[config.mk]
export PLATFORM = sky130hd
export DESIGN_NAME = dmem_arbiter_flat
export DESIGN_NICKNAME = d
export VERILOG_FILES = /design/src/rtl/dmem_arbiter_if.sv /design/src/rtl/dmem_arbiter.sv /design/src/flat_wrapper.sv
export SDC_FILE = /design/constraint.sdc
export NUM_CORES = 1
export LEC_CHECK = 0
export ABC_AREA = 1
export BUFFER_PORTS_ARGS = -buffer_cell sky130_fd_sc_hd__buf_2
export CORE_ASPECT_RATIO = 1.4
export CORE_MARGIN = 8
export CORE_UTILIZATION = 31
export DETAILED_ROUTE_END_ITERATION = 7
export SLEW_MARGIN = 20
export SYNTH_ARGS = -nofsm -noshare
export SYNTH_HDL_FRONTEND = slang
export SYNTH_SLANG_ARGS = --single-unit
[constraint.sdc]
create_clock -name clk -period 2.85 [get_ports clk]
set_input_delay 0.285 -clock clk [delete_from_list [all_inputs] [get_ports clk]]
set_output_delay 0.285 -clock clk [all_outputs]
set_load 0.01 [all_outputs]
[src/rtl/dmem_arbiter_if.sv]
// Requester-side bus for the two data-RAM ports (pipeline MEM stage and loader/debug).
interface dmem_arbiter_if #(
  parameter int unsigned AW = 8,
  parameter int unsigned DW = 32
);

  logic          p0_req;
  logic          p0_we;
  logic [AW-1:0] p0_addr;
  logic [DW-1:0] p0_wdata;
  logic          p0_gnt;
  logic          p0_rvalid;
  logic [DW-1:0] p0_rdata;

  logic          p1_req;
  logic          p1_we;
  logic [AW-1:0] p1_addr;
  logic [DW-1:0] p1_wdata;
  logic          p1_gnt;
  logic          p1_rvalid;
  logic [DW-1:0] p1_rdata;

  // Requester side: drives requests, receives grants and read responses.
  modport master (
    output p0_req, p0_we, p0_addr, p0_wdata,
    input  p0_gnt, p0_rvalid, p0_rdata,
    output p1_req, p1_we, p1_addr, p1_wdata,
    input  p1_gnt, p1_rvalid, p1_rdata
  );

  // Arbiter side.
  modport slave (
    input  p0_req, p0_we, p0_addr, p0_wdata,
    output p0_gnt, p0_rvalid, p0_rdata,
    input  p1_req, p1_we, p1_addr, p1_wdata,
    output p1_gnt, p1_rvalid, p1_rdata
  );

endinterface

[src/rtl/dmem_arbiter.sv]
// Round-robin sharing of the single-port data RAM between the MEM stage (port 0)
// and the loader/debug port (port 1); one read outstanding at a time.
module dmem_arbiter #(
  parameter int unsigned AW       = 8,
  parameter int unsigned DW       = 32,
  parameter int unsigned READ_LAT = 1
) (
  input  logic          clk,
  input  logic          rst,
  dmem_arbiter_if.slave bus,
  output logic [AW-1:0] ram_addr,
  output logic [DW-1:0] ram_wdata,
  output logic          ram_wren,
  input  logic [DW-1:0] ram_q,
  output logic          busy
);

  localparam int unsigned CW = $clog2(READ_LAT + 1);

  typedef enum logic {
    IDLE    = 1'b0,
    RD_WAIT = 1'b1
  } state_e;

  state_e        state_q, state_d;
  logic [CW-1:0] cnt_q, cnt_d;
  logic          last_grant_q, last_grant_d;
  logic          rd_port_q, rd_port_d;
  logic          p0_rvalid_q, p0_rvalid_d;
  logic          p1_rvalid_q, p1_rvalid_d;
  logic [DW-1:0] p0_rdata_q, p0_rdata_d;
  logic [DW-1:0] p1_rdata_q, p1_rdata_d;
  logic          p0_gnt_c, p1_gnt_c;

  // State and response registers; reset drops any outstanding read.
  always_ff @(posedge clk) begin
    if (rst) begin
      state_q      <= IDLE;
      cnt_q        <= '0;
      last_grant_q <= 1'b1;
      rd_port_q    <= 1'b0;
      p0_rvalid_q  <= 1'b0;
      p1_rvalid_q  <= 1'b0;
      p0_rdata_q   <= '0;
      p1_rdata_q   <= '0;
    end else begin
      state_q      <= state_d;
      cnt_q        <= cnt_d;
      last_grant_q <= last_grant_d;
      rd_port_q    <= rd_port_d;
      p0_rvalid_q  <= p0_rvalid_d;
      p1_rvalid_q  <= p1_rvalid_d;
      p0_rdata_q   <= p0_rdata_d;
      p1_rdata_q   <= p1_rdata_d;
    end
  end

  // Arbitration, RAM drive and read-wait sequencing.
  always_comb begin
    state_d      = state_q;
    cnt_d        = cnt_q;
    last_grant_d = last_grant_q;
    rd_port_d    = rd_port_q;
    p0_rvalid_d  = 1'b0;
    p1_rvalid_d  = 1'b0;
    p0_rdata_d   = p0_rdata_q;
    p1_rdata_d   = p1_rdata_q;
    p0_gnt_c     = 1'b0;
    p1_gnt_c     = 1'b0;
    ram_addr     = bus.p0_addr;
    ram_wdata    = bus.p0_wdata;
    ram_wren     = 1'b0;

    case (state_q)
      IDLE: begin
        if (!rst) begin
          // On a tie the port that did not win last time goes next.
          if (bus.p0_req && (!bus.p1_req || last_grant_q)) begin
            p0_gnt_c = 1'b1;
          end else if (bus.p1_req) begin
            p1_gnt_c = 1'b1;
          end
        end

        if (p0_gnt_c) begin
          ram_wren     = bus.p0_we;
          last_grant_d = 1'b0;
          if (!bus.p0_we) begin
            state_d   = RD_WAIT;
            cnt_d     = CW'(READ_LAT);
            rd_port_d = 1'b0;
          end
        end else if (p1_gnt_c) begin
          ram_addr     = bus.p1_addr;
          ram_wdata    = bus.p1_wdata;
          ram_wren     = bus.p1_we;
          last_grant_d = 1'b1;
          if (!bus.p1_we) begin
            state_d   = RD_WAIT;
            cnt_d     = CW'(READ_LAT);
            rd_port_d = 1'b1;
          end
        end
      end

      RD_WAIT: begin
        // Last wait cycle: ram_q is valid now, capture and pulse rvalid next cycle.
        if (cnt_q == CW'(1)) begin
          state_d = IDLE;
          cnt_d   = '0;
          if (rd_port_q) begin
            p1_rdata_d  = ram_q;
            p1_rvalid_d = 1'b1;
          end else begin
            p0_rdata_d  = ram_q;
            p0_rvalid_d = 1'b1;
          end
        end else begin
          cnt_d = cnt_q - CW'(1);
        end
      end

      default: begin
        state_d = IDLE;
      end
    endcase
  end

  assign bus.p0_gnt    = p0_gnt_c;
  assign bus.p1_gnt    = p1_gnt_c;
  assign bus.p0_rvalid = p0_rvalid_q;
  assign bus.p1_rvalid = p1_rvalid_q;
  assign bus.p0_rdata  = p0_rdata_q;
  assign bus.p1_rdata  = p1_rdata_q;
  assign busy          = (state_q != IDLE);

endmodule
[src/flat_wrapper.sv]
// flat-port wrapper written by rule: the top's interface ports become plain ports
module dmem_arbiter_flat 
#(
  parameter int unsigned AW       = 8,
  parameter int unsigned DW       = 32,
  parameter int unsigned READ_LAT = 1
)
  (clk, rst, ram_addr, ram_wdata, ram_wren, ram_q, busy, bus_p0_req, bus_p0_we, bus_p0_addr, bus_p0_wdata, bus_p0_gnt, bus_p0_rvalid, bus_p0_rdata, bus_p1_req, bus_p1_we, bus_p1_addr, bus_p1_wdata, bus_p1_gnt, bus_p1_rvalid, bus_p1_rdata);
  dmem_arbiter_if #(.AW(AW), .DW(DW)) bus_i ();
  input  logic clk;
  input  logic rst;
  output logic [AW-1:0] ram_addr;
  output logic [DW-1:0] ram_wdata;
  output logic ram_wren;
  input  logic [DW-1:0] ram_q;
  output logic busy;
  input wire logic [$bits(bus_i.p0_req)-1:0] bus_p0_req;
  input wire logic [$bits(bus_i.p0_we)-1:0] bus_p0_we;
  input wire logic [$bits(bus_i.p0_addr)-1:0] bus_p0_addr;
  input wire logic [$bits(bus_i.p0_wdata)-1:0] bus_p0_wdata;
  output wire logic [$bits(bus_i.p0_gnt)-1:0] bus_p0_gnt;
  output wire logic [$bits(bus_i.p0_rvalid)-1:0] bus_p0_rvalid;
  output wire logic [$bits(bus_i.p0_rdata)-1:0] bus_p0_rdata;
  input wire logic [$bits(bus_i.p1_req)-1:0] bus_p1_req;
  input wire logic [$bits(bus_i.p1_we)-1:0] bus_p1_we;
  input wire logic [$bits(bus_i.p1_addr)-1:0] bus_p1_addr;
  input wire logic [$bits(bus_i.p1_wdata)-1:0] bus_p1_wdata;
  output wire logic [$bits(bus_i.p1_gnt)-1:0] bus_p1_gnt;
  output wire logic [$bits(bus_i.p1_rvalid)-1:0] bus_p1_rvalid;
  output wire logic [$bits(bus_i.p1_rdata)-1:0] bus_p1_rdata;
  assign bus_i.p0_req = bus_p0_req;
  assign bus_i.p0_we = bus_p0_we;
  assign bus_i.p0_addr = bus_p0_addr;
  assign bus_i.p0_wdata = bus_p0_wdata;
  assign bus_p0_gnt = bus_i.p0_gnt;
  assign bus_p0_rvalid = bus_i.p0_rvalid;
  assign bus_p0_rdata = bus_i.p0_rdata;
  assign bus_i.p1_req = bus_p1_req;
  assign bus_i.p1_we = bus_p1_we;
  assign bus_i.p1_addr = bus_p1_addr;
  assign bus_i.p1_wdata = bus_p1_wdata;
  assign bus_p1_gnt = bus_i.p1_gnt;
  assign bus_p1_rvalid = bus_i.p1_rvalid;
  assign bus_p1_rdata = bus_i.p1_rdata;
  dmem_arbiter #(.AW(AW), .DW(DW), .READ_LAT(READ_LAT)) u_core (.clk(clk), .rst(rst), .bus(bus_i), .ram_addr(ram_addr), .ram_wdata(ram_wdata), .ram_wren(ram_wren), .ram_q(ram_q), .busy(busy));
endmodule
Yosys cells after proc, flatten, opt, wreduce, memory -nomap -nowiden
Cells that the tools add are included.
- register bits: 70
- latch bits: 0
- bits in writable memories: 0
- ROM bits: 0
- input bits: 118
- output and inout port bits: 110
- logic and storage cells: 63
- memories: 0
- add/subtract/negate cells: 1
- $mul: 0
- divide/modulo/power cells: 0
- order comparisons: 0
- equal/unequal tests: 5
- shift operators: 0
- muxes and demuxes: 36
- bitwise logic cells: 3
- reduce and logical (&&, ||, !) cells: 10
- operator list (cell ; number):
    32-bit 2-to-1 mux ; 3
    1-bit 2-to-1 mux ; 28
    8-bit 2-to-1 mux ; 3
    3-bit AND reduction ; 3
    1-bit case mux with 2 select lines ; 2
    4-bit AND reduction ; 1
    3-bit by 1-bit != test with 1-bit output (second input constant) ; 1
    3-bit by 2-bit != test with 1-bit output (second input constant) ; 1
    3-bit != test (second input constant) ; 1
    1-bit inverter ; 3
    3-bit OR reduction ; 1
    2-bit by 1-bit != test with 1-bit output (second input constant) ; 1
    2-bit != test (second input constant) ; 1
    2-bit AND reduction ; 1
    2-bit nonzero test ; 1
    1-bit logical AND ; 1
    1-bit zero test ; 1
    1-bit logical OR ; 1
    1-bit subtractor (second input constant) ; 1

Longest topological paths before layout
Gate-level depths: netlist of the first run.
- word-level depth: 9
- depth in mapped cells: 9
- gate-level depth less buffers: 8

Least setup slack after synthesis of the first run
OpenSTA, ideal clock, no wires.
- kind: reg-to-output
- start point: register u_core.last_grant_q
- end point: output ram_wdata[10]
- arrival time: 1.053 ns
- data required time: 2.565 ns
- slack: 1.512 ns
- stages on the path, launching flop included: 10
- path buffers: 1
- cells stage by stage: dfxtp_1 inv_1 nand2_1 nand2_1 nand2_1 nor2_4 inv_2 buf_6 nand2_1 nand2_1
- longest elaborated chain between the ends: 8
- elaborated cells on any way between the ends: 11
- classes of those cells: mux: 9; reduce/logical: 2
- ends and longest elaborated chain (item ; RTL line ; text):
    from (decl) ; dmem_arbiter.sv:27 ; logic last_grant_q, last_grant_d;
    from (signal assigned) ; dmem_arbiter.sv:49 ; last_grant_q <= last_grant_d;
    1-bit logical OR (*) ; dmem_arbiter.sv:78 ; if (bus.p0_req && (!bus.p1_req || last_grant_q)) begin
    1-bit logical AND (*) ; dmem_arbiter.sv:78 ;
    1-bit 2-to-1 mux ; dmem_arbiter.sv:78 ;
    1-bit 2-to-1 mux ; dmem_arbiter.sv:76 ; if (!rst) begin
    1-bit 2-to-1 mux ; dmem_arbiter.sv:74 ; case (state_q)
    32-bit 2-to-1 mux ; dmem_arbiter.sv:93 ; end else if (p1_gnt_c) begin
    32-bit 2-to-1 mux (*) ; dmem_arbiter.sv:85 ; if (p0_gnt_c) begin
    32-bit 2-to-1 mux (*) ; dmem_arbiter.sv:74 ;
    to (decl) ; flat_wrapper.sv:13 ; output logic [DW-1:0] ram_wdata;
Mark *: on every way between the ends. The rest lies on a longest branch, timed or not. The select of a mux whose other input is x is not followed.

Worst setup path in the final report of the first run
- start point: register u_core.last_grant_q
- end point: output ram_wdata[6]
The elaborated chain is that of the path after synthesis.

==> results of run 1 <==
layer usage:
metal	global-route usage, %	part of all wire [%]	up-vias
met5	0	0	-
met2	28.4	49	162
met4	4.98	0.90	0
met1	16.5	38	1538
met3	7.68	12	9
li1	-	-	1823
synthesized netlist by cell type:
cell type / count / area [um^2]
inv_1: 39 / 146
nand3_1: 6 / 30.0
nand4_1: 2 / 12.5
buf_6: 4 / 45.0
o21ai_0: 58 / 290
nand2_2: 1 / 6.26
o21ai_1: 6 / 30.0
nor2_4: 2 / 22.5
buf_4: 5 / 37.5
a21oi_1: 34 / 170
buf_2: 11 / 55.1
nor2_1: 68 / 255
nor2_2: 1 / 6.26
dfxtp_1: 70 / 1400
o211ai_1: 1 / 7.51
inv_2: 3 / 11.3
clkbuf_1: 6 / 22.5
nand2_1: 130 / 488
clkbuf_2: 2 / 10.0
cell type report:
| cell class | instances | area share (%) |
|---|---|---|
| inverters | 42 | 3.47 |
| clock buffers | 10 | 5.26 |
| repair buffers | 230 | 25.5 |
| well taps | 135 | 3.72 |
| flip-flops and latches | 70 | 30.9 |
| multi-input cells | 309 | 29.3 |
| clock inverters | 5 | 1.85 |
worst register-to-register path: stages (launching register included):
cell	delay, ns
dfxtp_1	0.49
nand2_2	0.14
nor2_4	0.09
buf_4	0.33
inv_2	0.35
nor2_1	0.20
nor2_1	0.06
cells by family after synthesis:
kind of cell	after synthesis	share of synthesized area, %
buffers and inverters	70	10.8
AO/OA/AOI/OAI	99	16.3
AND/OR/NAND/NOR	210	26.9
flip-flops	70	46.0
registers in the layout, summed over array words and instances, names as in the netlist:
name,count
u_core.bus.p0_rdata,32
u_core.bus.p0_rvalid,1
u_core.bus.p1_rdata,32
u_core.bus.p1_rvalid,1
u_core.busy,1
u_core.cnt_q,1
u_core.last_grant_q,1
u_core.rd_port_q,1
worst paths after layout:
path,cells past startpoint,end,start
setup / recovery,9,ram_wdata[6],u_core.last_grant_q
hold / removal,3,u_core.bus.p0_rdata[12],ram_q[12]
setup reg to reg,6,u_core.bus.p0_rdata[1],u_core.busy
hold reg to reg,2,u_core.bus.p1_rdata[14],u_core.bus.p1_rdata[14]
power breakdown:
| part | switching, W | total (W) | leakage [nW] | internal (W) |
|---|---|---|---|---|
| clock | 0.000416 | 0.00120 | 0.151 | 0.000786 |
| sequential | 0.0000146 | 0.00102 | 0.566 | 0.00100 |
| combinational | 0.000184 | 0.000327 | 1.78 | 0.000143 |
stage by stage:
stage	hold slack (ns)	power (W)	cell area (um^2)	cells
finish	0.189	0.00254	4540	801
detailed placement	0.435	0.00137	4210	786
floorplan	0.354	0.00119	3050	449
global route	0.184	0.00267	4540	801
global placement	0.430	0.00136	4210	786
CTS	0.174	0.00258	4530	801
==> impl_metrics.tcl, run 1 <==
set metrics [dict create \
    synth_cells 449 \
    min_path_type "input port to flip-flop" \
    port_buffers 227 \
    cts_sinks 70 \
    crit_slowest_cell "inv_2" \
    ant_nets 0 \
    synth_area_um2 3050 \
    start_util_pct 31.3 \
    io_pins 228 \
    post-cts-setup-buffer-count 0 \
    grt_usage_pct 16.2 \
    core_um2 9740 \
    cp_num_buf_inv 3 \
    grt_overflow 0 \
    slowest_delay_ns 0.34 \
    yosysWarnings 0 \
    fp-row-count 43 \
    route.detailed.drc 0 \
    worst-setup-path-type "flip-flop to primary output" \
    fin_util_pct 46.6 \
    multi_input_area_um2 1330 \
    ys_seq_area_share_pct 46.0 \
    viasPerCell 4.41 \
    required_ns 2.57 \
    die_y_um 133 \
    clkSlewWorstSetupHoldPaths_ns 0.06 \
    synth_fp_nets 567 \
    die_w_um 99.8 \
    syn_to_final_growth_pct 49.0 \
    drtIter0Drc 100 \
    crit_arrival_ns 2.02 \
    antenna_found_initial 0 \
    final_common_cell "buf_2" \
    timing.slew.headroom_pct 57.6 \
    avgSynthCellArea_um2 6.79 \
    place_ws_ns 0.737 \
    wl_per_cell_um 14.0 \
    skew_ns 0.00562 \
    crit_chain "inv_1 -> nand2_1 -> nand2_1 -> nand2_1 -> nor2_4 -> inv_2 -> nand2_1 -> nand2_1 -> buf_2" \
    nets 780 \
    routed_wl_mm 11.2 \
    rsz0062_at_grt "false" \
    min_period_ns 2.30 \
    post-route-period-util_pct 80.7 \
    vias 3532 \
    rrSetupSlack_ns 1.09 \
    cts_buffer_depth 2 \
    diodes 0 \
    cts_resized 0 \
    post-dp-hpwl_mm 8.63 \
    worstMarginPinSlew_ns 0.637 \
    mostFrequentLayoutCells "buf_2, nand2_1, dfxtp_1" \
    p_leak_nw 2.50 \
    cts_tree "done" \
    crit_top_cell "nand2_1" \
    drv_cap 0 \
    cp-start-kind "flip-flop" \
    worst_slack_ns 0.550 \
    grt_pass1_wl_mm 17.5 \
    clk_latency_ns 0.33 \
    seqCellArea_um2 1400 \
    setup_violations 0 \
    cts_max_level 3 \
    grt_start_max_net_pins 66 \
    nFillCells 1012 \
    cts_made_buffers 9 \
    ys_types 19 \
    ir_worst_vdd_mv 0.381 \
    cts_root_buffer "clkbuf_16" \
    outcome "finished, final reports clean" \
    setup_tns_ns 0 \
    worstPathMaxFanout 41 \
    drive_gt1_share_pct 38.0 \
    finalHoldViolations 0 \
    drv_slew 0 \
    fmax_mhz 435 \
    p_per_area_nw_per_um2 560 \
    dr.pass1.iters 4 \
    die_area_um2 13300 \
    grt_pass1_vias 3375 \
    gp_congestion 0.853 \
    cts-hold-fix-buffers 0 \
    worstSetupEndpointType "primary output" \
    path_delay_family "simple AND/OR/NAND/NOR gates" \
    synth_seq_cells 70 \
]
(Power assumes the default switching activity.)
==> run 2, diff against run 1 <==
--- a/config.mk
+++ b/config.mk
@@ -11,6 +11,7 @@
 export CORE_MARGIN = 8
 export CORE_UTILIZATION = 31
 export DETAILED_ROUTE_END_ITERATION = 7
+export PLACE_DENSITY = 0.67
 export SLEW_MARGIN = 20
 export SYNTH_ARGS = -nofsm -noshare
 export SYNTH_HDL_FRONTEND = slang
==> constraint.sdc (replaced) <==
create_clock -name clk -period 2.02 [get_ports clk]
set_input_delay 0.202 -clock clk [delete_from_list [all_inputs] [get_ports clk]]
set_output_delay 0.202 -clock clk [all_outputs]
set_load 0.01 [all_outputs]
==> impl_metrics.tcl, run 2 (synthesized netlist as in run 1, its figures left out) <==
set metrics [dict create \
    outcome "finished, final reports clean" \
    cts_max_level 3 \
    cts_sinks 70 \
    required_ns 1.82 \
    crit_cells 9 \
    io_pins 228 \
    cts_made_buffers 9 \
    worst-setup-path-type "flip-flop to primary output" \
    clkSlewWorstSetupHoldPaths_ns 0.05 \
    slowest_delay_ns 0.29 \
    cp-start-kind "flip-flop" \
    worst_slack_ns 0.130 \
    core_um2 9740 \
    grt_usage_pct 17.7 \
    route.detailed.drc 0 \
    gp_congestion 0.861 \
    fp-row-count 43 \
    worstPathMaxFanout 42 \
    cts_buffer_depth 2 \
    viasPerCell 4.52 \
    setup_violations 0 \
    post-dp-hpwl_mm 9.96 \
    final_area_um2 4540 \
    drv_cap 0 \
    rrSetupSlack_ns 0.52 \
    drive_gt1_share_pct 37.9 \
    final_common_cell "buf_2" \
    post-route-period-util_pct 93.6 \
    rsz0062_at_grt "false" \
    routed_wl_mm 12.4 \
    timing.slew.headroom_pct 61.4 \
    start_util_pct 31.3 \
    die_area_um2 13300 \
    placed_cell_area_um2 4260 \
    whs_path_depth 3 \
    crit_slowest_cell "dfxtp_1" \
    cts_resized 0 \
    ir_worst_vdd_mv 0.496 \
    wl_per_cell_um 15.5 \
    reg2reg_depth 5 \
    skew_ns 0.00325 \
    cp_num_buf_inv 3 \
    grt_pass1_vias 3513 \
    grt_pass1_wl_mm 18.5 \
    drtIter0Drc 145 \
    drv_slew 0 \
    diodes 0 \
    min_path_type "input port to flip-flop" \
    dr.pass1.iters 4 \
    nFillCells 1025 \
    cts-hold-fix-buffers 0 \
    syn_to_final_growth_pct 48.9 \
    grt_overflow 0 \
    crit_top_cell "nand2_1" \
    min_from "ram_q[17]" \
    cts_tree "done" \
    p_per_area_nw_per_um2 754 \
    seqCellArea_um2 1400 \
    port_buffers 227 \
    nets 783 \
    min_period_ns 1.89 \
    path_delay_family "simple AND/OR/NAND/NOR gates" \
    grt_start_max_net_pins 66 \
    vias 3627 \
    fmax_mhz 529 \
    cts_root_buffer "clkbuf_16" \
    min_to "u_core.bus.p0_rdata[17]" \
    setup_tns_ns 0 \
    clk_latency_ns 0.33 \
    p_leak_nw 2.51 \
    worst_r2r_endpoint "u_core.bus.p0_rdata[14]" \
    mostFrequentLayoutCells "buf_2, nand2_1, dfxtp_1" \
    finalHoldViolations 0 \
    ant_nets 0 \
    r2r-start "u_core.busy" \
    place_ws_ns 0.478 \
    post-cts-setup-buffer-count 0 \
    antenna_found_initial 1 \
    worstSetupEndpointType "primary output" \
    crit_chain "inv_1 -> nand2_1 -> nand2_1 -> nand2_1 -> nor2_4 -> buf_12 -> nand2_1 -> nand2_1 -> buf_2" \
    crit_arrival_ns 1.69 \
    worstMarginPinSlew_ns 0.578 \
    die_y_um 133 \
    multi_input_area_um2 1320 \
    die_w_um 99.8 \
]
## run 2: final cells by class
| class | count | share of cell area (%) |
|---|---|---|
| Clock buffer | 11 | 5.35 |
| Clock inverter | 2 | 0.772 |
| Inverter | 42 | 3.47 |
| Multi-Input combinational cell | 309 | 29.2 |
| Sequential cell | 70 | 30.9 |
| Tap cell | 135 | 3.72 |
| Timing Repair Buffer | 233 | 26.7 |
## run 2: worst max path at each step
stage          slack [ns]           startpoint            end
2_1_floorplan        0.76  u_core.last_grant_q  ram_wdata[10]
3_3_place_gp         0.49  u_core.last_grant_q   ram_wdata[6]
3_5_place_dp         0.48  u_core.last_grant_q   ram_wdata[6]
4_1_cts              0.12  u_core.last_grant_q   ram_wdata[6]
5_1_grt             0.008  u_core.last_grant_q   ram_wdata[6]
6_report             0.13  u_core.last_grant_q   ram_wdata[6]
## run 2: tightest hold or removal path, cell delays in order
cell    delay (ns)
buf_2         0.08
nor2_1        0.04
nor2_1        0.08
## run 2: metal layers
layer / wire length [um] / track usage (%) / up-vias
li1: - / - / 1832
met1: 5140 / 20.7 / 1592
met2: 5180 / 26.5 / 187
met3: 1920 / 10.7 / 14
met4: 144 / 4.90 / 2
met5: 10 / 0 / -
## run 2: power breakdown
group / switching [W] / total, W / leakage [nW] / internal, W
Combinational: 0.000281 / 0.000491 / 1.81 / 0.000210
Clock: 0.000535 / 0.00150 / 0.137 / 0.000965
Sequential: 0.0000188 / 0.00143 / 0.566 / 0.00141
## run 2: metrics by stage
step / power, W / hold slack (ns) / util [%] / std cells
2_1_floorplan: 0.00168 / 0.271 / - / 449
3_3_place_gp: 0.00195 / 0.429 / 43.7 / 789
3_5_place_dp: 0.00196 / 0.434 / 43.7 / 789
4_1_cts: 0.00346 / 0.105 / 46.6 / 802
5_1_grt: 0.00357 / 0.115 / 46.6 / 802
6_report: 0.00342 / 0.111 / 46.6 / 802
==> run 3, diff against run 2 <==
--- a/config.mk
+++ b/config.mk
@@ -6,12 +6,11 @@
 export NUM_CORES = 1
 export LEC_CHECK = 0
 export ABC_AREA = 1
-export BUFFER_PORTS_ARGS = -buffer_cell sky130_fd_sc_hd__buf_2
 export CORE_ASPECT_RATIO = 1.4
 export CORE_MARGIN = 8
 export CORE_UTILIZATION = 31
 export DETAILED_ROUTE_END_ITERATION = 7
-export PLACE_DENSITY = 0.67
+export DONT_BUFFER_PORTS = 1
 export SLEW_MARGIN = 20
 export SYNTH_ARGS = -nofsm -noshare
 export SYNTH_HDL_FRONTEND = slang
==> impl_metrics.tcl, run 3 (synthesized netlist as in run 1, its figures left out) <==
set metrics [dict create \
    timing.slew.headroom_pct 60.9 \
    grt_pass1_wl_mm 14.9 \
    worstMarginPinSlew_ns 0.585 \
    port_buffers 0 \
    crit_arrival_ns 1.64 \
    placed_cell_area_um2 3100 \
    post-dp-hpwl_mm 7.85 \
    worstSetupStartpoint "u_core.last_grant_q" \
    final_common_cell "nand2_1" \
    cts_max_level 3 \
    crit_top_cell "nand2_1" \
    cts_made_buffers 9 \
    rrSetupSlack_ns 0.43 \
    diodes 0 \
    clkSlewWorstSetupHoldPaths_ns 0.06 \
    rsz0062_at_grt "false" \
    worst-setup-path-type "flip-flop to primary output" \
    gp_congestion 0.822 \
    cts_sinks 70 \
    setup_violations 0 \
    cp-start-kind "flip-flop" \
    ir_worst_vdd_mv 0.554 \
    fp-row-count 43 \
    grt_pass1_vias 2703 \
    min_path_type "input port to flip-flop" \
    setup_tns_ns 0 \
    p_leak_nw 1.54 \
    die_y_um 133 \
    viasPerCell 4.86 \
    final_area_um2 3470 \
    io_pins 228 \
    die_w_um 99.8 \
    min_period_ns 1.84 \
    reg2reg_depth 5 \
    drv_cap 0 \
    crit_chain "inv_1 -> nand2_1 -> nand2_1 -> nand2_1 -> nor2_4 -> buf_6 -> nand2_1 -> nand2_1" \
    r2r-start "u_core.busy" \
    worstSetupEndpointType "primary output" \
    finalHoldViolations 0 \
    outcome "finished, final reports clean" \
    wl_per_cell_um 17.4 \
    vias 2827 \
    cts_buffer_depth 2 \
    start_util_pct 31.3 \
    required_ns 1.82 \
    grt_start_max_net_pins 66 \
    cts_tree "done" \
    syn_to_final_growth_pct 13.9 \
    drtIter0Drc 102 \
    drv_slew 0 \
    grt_usage_pct 14.1 \
    core_um2 9740 \
    grt_overflow 0 \
    p_per_area_nw_per_um2 941 \
    cts_root_buffer "clkbuf_16" \
    die_area_um2 13300 \
    skew_ns 0.00469 \
    drive_gt1_share_pct 6.71 \
    worstSetupEndpoint "ram_wdata[10]" \
    antenna_found_initial 0 \
    dr.pass1.iters 4 \
    mostFrequentLayoutCells "nand2_1, dfxtp_1, nor2_1" \
    crit_slowest_cell "dfxtp_1" \
    worstPathMaxFanout 23 \
    worst_r2r_endpoint "u_core.bus.p0_rdata[14]" \
    routed_wl_mm 10.1 \
    post-route-period-util_pct 91.3 \
    slowest_delay_ns 0.30 \
    fmax_mhz 542 \
    clk_latency_ns 0.32 \
    route.detailed.drc 0 \
    ant_nets 0 \
    nets 560 \
]
==> run 3: worst min-delay path by stage <==
stage / start / end / cells after the start
6_report: ram_q[26] / u_core.bus.p0_rdata[26] / 2
5_1_grt: ram_q[27] / u_core.bus.p0_rdata[27] / 2
3_5_place_dp: rst / u_core.bus.p1_rvalid / 1
3_3_place_gp: rst / u_core.bus.p1_rvalid / 1
2_1_floorplan: rst / u_core.rd_port_q / 1
4_1_cts: ram_q[26] / u_core.bus.p0_rdata[26] / 2
==> run 3: per-stage QoR <==
step / hold WS (ns) / total power [W] / setup WS (ns) / cells / util, %
after floorplan: 0.271 / 0.00168 / 0.765 / 449 / -
after global placement: 0.277 / 0.00172 / 0.448 / 561 / 31.9
after detailed placement: 0.278 / 0.00172 / 0.367 / 561 / 31.9
after CTS: 0.00318 / 0.00332 / 0.0701 / 580 / 35.3
after global routing: 0.00386 / 0.00341 / 0.0208 / 582 / 35.6
final: 0.0158 / 0.00327 / 0.176 / 582 / 35.6
==> run 3: cell type report <==
| type | instances | area (um^2) |
|---|---|---|
| clock inverters | 5 | 57.6 |
| clock buffers | 11 | 243 |
| inverters | 42 | 165 |
| well taps | 135 | 169 |
| multi-input cells | 309 | 1320 |
| flip-flops and latches | 70 | 1400 |
| fillers | 1021 | 6270 |
| repair buffers | 10 | 111 |
==> run 3: routing by layer <==
metal | share of wire (%) | GRT usage (%) | vias to the layer above | wire length [um]
met4 | 2.2 | 6.59 | 0 | 220
met5 | 0 | 0 | - | 0
met3 | 15 | 7.78 | 14 | 1470
li1 | - | - | 1384 | -
met1 | 33 | 12.4 | 1235 | 3310
met2 | 51 | 25.2 | 194 | 5120
==> run 3: what timing repair did <==
action / CTS / global route
pin swaps: 0 / 1
endpoints found under the hold margin: 5 / 0
hold buffers: 3 / 0
gates resized for setup: 1 / 3
setup buffers: 0 / 2
setup endpoints to repair: 1 / 23
==> run 3: critical path, delay by kind of cell (launching register included) <==
kind | cells | cell delay (ns)
simple gates | 6 | 0.72
flops | 1 | 0.30
buf+inv | 2 | 0.29
==> run 3: power by group <==
group          total (W)  internal, W  leakage [nW]  switching, W
combinational   0.000254    0.0000731         0.821      0.000181
sequential       0.00145      0.00141         0.566     0.0000392
clock            0.00156     0.000991         0.150      0.000569
total            0.00327      0.00248          1.54      0.000790
